--- src/rtl/dec_scan.sv ---
// dec_scan: registered N-to-2**N one-hot decoder.
// DIRECT mode decodes the external select w_i with one clock of latency.
// SCAN mode sweeps an internal index over every output. Each position is held for DWELL
// cycles, and the first BLANK cycles of each position are blanked.
// Intended for row/digit strobes on multiplexed displays and keypads.
module dec_scan #(
    parameter int unsigned N     = 3,
    parameter int unsigned DWELL = 4,
    parameter int unsigned BLANK = 1
) (
    input  logic               clk_i,
    input  logic               rst_i,
    input  logic               en_i,
    input  logic               mode_i,   // 0 = DIRECT, 1 = SCAN
    input  logic [N-1:0]       w_i,
    output logic [0:(2**N)-1]  y_o,      // y_o[0] is the MSB
    output logic [N-1:0]       idx_o,
    output logic               wrap_o
);

    localparam int unsigned Outs = 2 ** N;
    // Keep the dwell counter at least one bit wide so DWELL=1 still elaborates cleanly.
    localparam int unsigned CntW = (DWELL > 1) ? $clog2(DWELL) : 1;
    localparam logic [CntW-1:0] CntLast = CntW'(DWELL - 1);
    localparam logic [N-1:0]    IdxLast = '1;

    // Reject parameter combinations the scan timing cannot honour.
    if (N == 0) begin : g_bad_n
        $error("dec_scan: N must be at least 1");
    end
    if (DWELL == 0) begin : g_bad_dwell
        $error("dec_scan: DWELL must be at least 1");
    end
    if (BLANK >= DWELL) begin : g_bad_blank
        $error("dec_scan: BLANK must be smaller than DWELL");
    end

    logic [N-1:0]      idx_q, idx_d;
    logic [CntW-1:0]   cnt_q, cnt_d;
    logic [0:Outs-1]   y_q, y_d;
    logic              wrap_q, wrap_d;
    // Mode seen at the previous edge. It lets the first SCAN edge after DIRECT restart
    // the dwell count instead of advancing. Reset treats the block as having been DIRECT.
    logic              scan_q;
    logic              blank_d;

    // Index/dwell-counter/wrap next state for the edge being prepared.
    always_comb begin
        idx_d  = idx_q;
        cnt_d  = cnt_q;
        wrap_d = 1'b0;
        if (en_i) begin
            if (!mode_i) begin
                idx_d = w_i;
                cnt_d = '0;
            end else if (!scan_q) begin
                // Entering SCAN: keep the last decoded index and start a fresh dwell.
                cnt_d = '0;
            end else if (cnt_q == CntLast) begin
                cnt_d  = '0;
                idx_d  = idx_q + 1'b1;
                wrap_d = (idx_q == IdxLast);
            end else begin
                cnt_d = cnt_q + 1'b1;
            end
        end
    end

    // Blanking window applies to the post-edge counter value.
    if (BLANK == 0) begin : g_no_blank
        assign blank_d = 1'b0;
    end else begin : g_blank
        localparam logic [CntW-1:0] BlankEnd = CntW'(BLANK);
        assign blank_d = (cnt_d < BlankEnd);
    end

    // One-hot output from the post-edge index. DIRECT mode is never blanked.
    always_comb begin
        y_d = '0;
        if (en_i && (!mode_i || !blank_d)) begin
            y_d[idx_d] = 1'b1;
        end
    end

    // State registers; all outputs update together on the same edge.
    always_ff @(posedge clk_i or posedge rst_i) begin
        if (rst_i) begin
            idx_q  <= '0;
            cnt_q  <= '0;
            y_q    <= '0;
            wrap_q <= 1'b0;
            scan_q <= 1'b0;
        end else begin
            idx_q  <= idx_d;
            cnt_q  <= cnt_d;
            y_q    <= y_d;
            wrap_q <= wrap_d;
            scan_q <= mode_i;
        end
    end

    assign y_o    = y_q;
    assign idx_o  = idx_q;
    assign wrap_o = wrap_q;

endmodule

--- config.mk ---
export PLATFORM = sky130hd
export DESIGN_NAME = dec_scan
export DESIGN_NICKNAME = d
export VERILOG_FILES = /design/src/rtl/dec_scan.sv
export SDC_FILE = /design/constraint.sdc
export NUM_CORES = 1
export LEC_CHECK = 0
export ABC_AREA = 1
export ABC_CLOCK_PERIOD_IN_PS = 1800
export BUFFER_PORTS_ARGS = -buffer_cell sky130_fd_sc_hd__buf_2
export CORE_MARGIN = 2
export CORE_UTILIZATION = 49
export DETAILED_ROUTE_END_ITERATION = 8
export PLACE_DENSITY = 0.74
export SLEW_MARGIN = 40
export SYNTH_ARGS = -nofsm -noshare
export SYNTH_HDL_FRONTEND = slang
export SYNTH_SLANG_ARGS = --single-unit
--- constraint.sdc ---
create_clock -name clk_i -period 1.8 [get_ports clk_i]
set_clock_uncertainty 0.15 [all_clocks]
set_input_delay 0.18 -clock clk_i [delete_from_list [all_inputs] [get_ports clk_i]]
set_output_delay 0.18 -clock clk_i [all_outputs]
set_load 0.02 [all_outputs]
==> impl_metrics.toml <==
[outcome]
status = "finished, final reports clean"

[detailed_routing]
dr.first_iter.drc_count = 14
wl_met3_um = 79
dr.pass1.iters = 5
via_per_inst = 5.02
vias = 607
highest_layer = "met4"
drc_errors = 0
wl_per_cell_um = 12.7
wl_met2_um = 693
routed_wl_um = 1540
met1_length_um = 702
ant_nets = 0

[placed_design]
post_dp_cell_area_um2 = 822
gp_congestion = 0.758
portBuffers = 18
dp_hpwl_um = 1090
dp.cells = 115

[run]
max_cap_viol_count = 0

[timing]
hold-worst-slack_ps = 62.9
fmaxAchievable_mhz = 583
min_period_ps = 1710
rsz0062_at_grt = "no"
slew_headroom_pct = 62.2
period_share_pct = 95.2
setup_tns_ps = 0
maxSlewViolCount = 0
setup_viol_count_final = 0
tightestPinTransition_ps = 566
finalHoldViolations = 0

[finish]
n_fill_cell = 111
diodes = 0
final_cells = 121
drive_above_1_share_pct = 32.1
fin_nets = 118
syn_to_final_growth_pct = 21.4
final_util_pct = 65.6
fin_area_um2 = 875

[worst_setup_path]
worstPathArrival_ps = 1780
crit_fanout = 4
cp.required_ps = 1870
critPathKind = "flip-flop to flip-flop"
end_kind = "flip-flop"
cp-start-kind = "flip-flop"

[synth]
synthMuxAreaShare_pct = 0
ys_async_sr_fraction_pct = 100
yosysTopAreaCell = "dfrtp_1"
synth_top_family_by_area = "simple AND/OR/NAND/NOR gates"
yosysSeqAreaShare_pct = 52.1
synth_seq_cells = 15
ys_warn_count = 0
yosys-top-cells-count = "nand2_1, dfrtp_1, nor2_1"
netlist_instances = 83
synthXorXnorAreaFrac_pct = 0
synth_cell_types = 17
yosysMostFrequentCell = "nand2_1"
synth_compound_area_share_pct = 3.99
syn_area_per_cell_um2 = 8.68
synth-simple-area-share_pct = 30.7
yosys.area_share.adder_pct = 6.94
synth-main-ff-cell = "dfrtp_1"
syn_nets = 94
synth_edf_count = 0
synth_area_um2 = 721
netlist_top_cells_area = "dfrtp_1, nand2_1, nor2_1, ha_1, nand2_2"
synth.top_cell.area_share_pct = 52.1

[global_routing]
grt_pass1_vias = 562
grt_pass1_wl_um = 2490
grt_overflow_total = 0
grt_max_degree = 16
track_usage_pct = 19.0
antenna_found_initial = 0

[clocking]
insertion_delay_ps = 280
cts_buffers = 3
path_clk_slew_ps = 90
cts_htree_levels = 1
cts.sink_count = 15
cts_setup_buffers = 0
clock_path_buffers = 2
cts_tree = "done"
root_buffer = "clkbuf_4"

[min_path]
hp-class = "input pin to flip-flop"

[die]
core.rowCount = 13
die-area_um2 = 1790
die_w_um = 42.4
core-area_um2 = 1330
fp.dieH_um = 42.4
start_util_pct = 54.0
io_pins = 19

[pwr]
p_leak_nw = 0.512
power.density_nw_per_um2 = 846
ir_drop_mv = 0.455
-- routing by layer --
metal | global-route usage, % | vias up
met2 | 26.8 | 29
li1 | - | 299
met1 | 24.9 | 270
met3 | 4.74 | 9
met4 | 14.4 | 0
met5 | 0 | -
-- cells by family after synthesis --
group,after synthesis
buffers and inverters,11
adder cells (fa/ha/maj),4
AND/OR/NAND/NOR,48
AO/OA/AOI/OAI,5
flip-flops,15
-- through the flow --
stage | setup WS (ps) | power (W)
6_report | 85.5 | 0.000740
5_1_grt | 0.671 | 0.000786
4_1_cts | 82.7 | 0.000747
2_1_floorplan | 152 | 0.000501
3_5_place_dp | 167 | 0.000549
3_3_place_gp | 181 | 0.000546
-- sequential cells by signal, summed over array words and instances (netlist names) --
register  count
cnt_q         2
idx_o         3
scan_q        1
wrap_o        1
y_o           8
-- worst max-delay path, stage by stage, from the launching register on --
cell and delay, ps:
dfrtp_1 420, ha_1 210, ha_1 270, nand3_1 110, nand3_2 130, nand2_1 60, nand2_1 110, nand2_1 90
nor2_1 110
-- final cells by class --
| type | instances | area [um^2] | share of cell area (%) |
|---|---|---|---|
| Timing Repair Buffer | 20 | 110 | 12.6 |
| Multi-Input combinational cell | 57 | 305 | 34.9 |
| Clock buffer | 3 | 22.5 | 2.58 |
| Tap cell | 15 | 18.8 | 2.15 |
| Sequential cell | 15 | 375 | 42.9 |
| Inverter | 10 | 37.5 | 4.29 |
| Clock inverter | 1 | 5.00 | 0.572 |
-- layout by cell type, fill, tap and decap left out, types with 2 or more instances in the layout --
cell / netlist / routed
nand3_2: 1 / 2
o21ai_0: 2 / 2
inv_1: 9 / 9
dlygate4sd3_1: 0 / 2
clkbuf_4: 0 / 3
buf_2: 0 / 18
ha_1: 4 / 4
nand3_1: 5 / 4
dfrtp_1: 15 / 15
nand2_2: 6 / 6
nand2_1: 19 / 19
nor2_1: 14 / 14
-- worst paths after layout --
check,startpoint,end,slack (ps),cells past startpoint
worst max register to register,idx_o[0]$_DFF_PP0_,y_o[4]$_DFF_PP0_,90,8
worst max-delay path,idx_o[0]$_DFF_PP0_,y_o[4]$_DFF_PP0_,90,8
worst min register to register,cnt_q[0]$_DFF_PP0_,cnt_q[0]$_DFF_PP0_,440,2
worst min-delay path,en_i,idx_o[0]$_DFF_PP0_,60,2
min in group asynchronous,rst_i,y_o[4]$_DFF_PP0_,330,3
max in group asynchronous,rst_i,cnt_q[1]$_DFF_PP0_,800,3
-- what timing repair did --
| item | CTS | global route |
|---|---|---|
| endpoints found under the setup margin | 0 | 4 |
| gates resized for setup | 0 | 1 |
| hold buffers | 2 | 0 |
| hold endpoints to repair | 16 | 0 |
-- power breakdown --
group / internal, W / switching, W / leakage, nW
Clock: 0.0000825 / 0.000107 / 0.0177
Combinational: 0.0000584 / 0.000114 / 0.296
Sequential: 0.000359 / 0.0000191 / 0.199
Power figures use the tool's default switching activity.
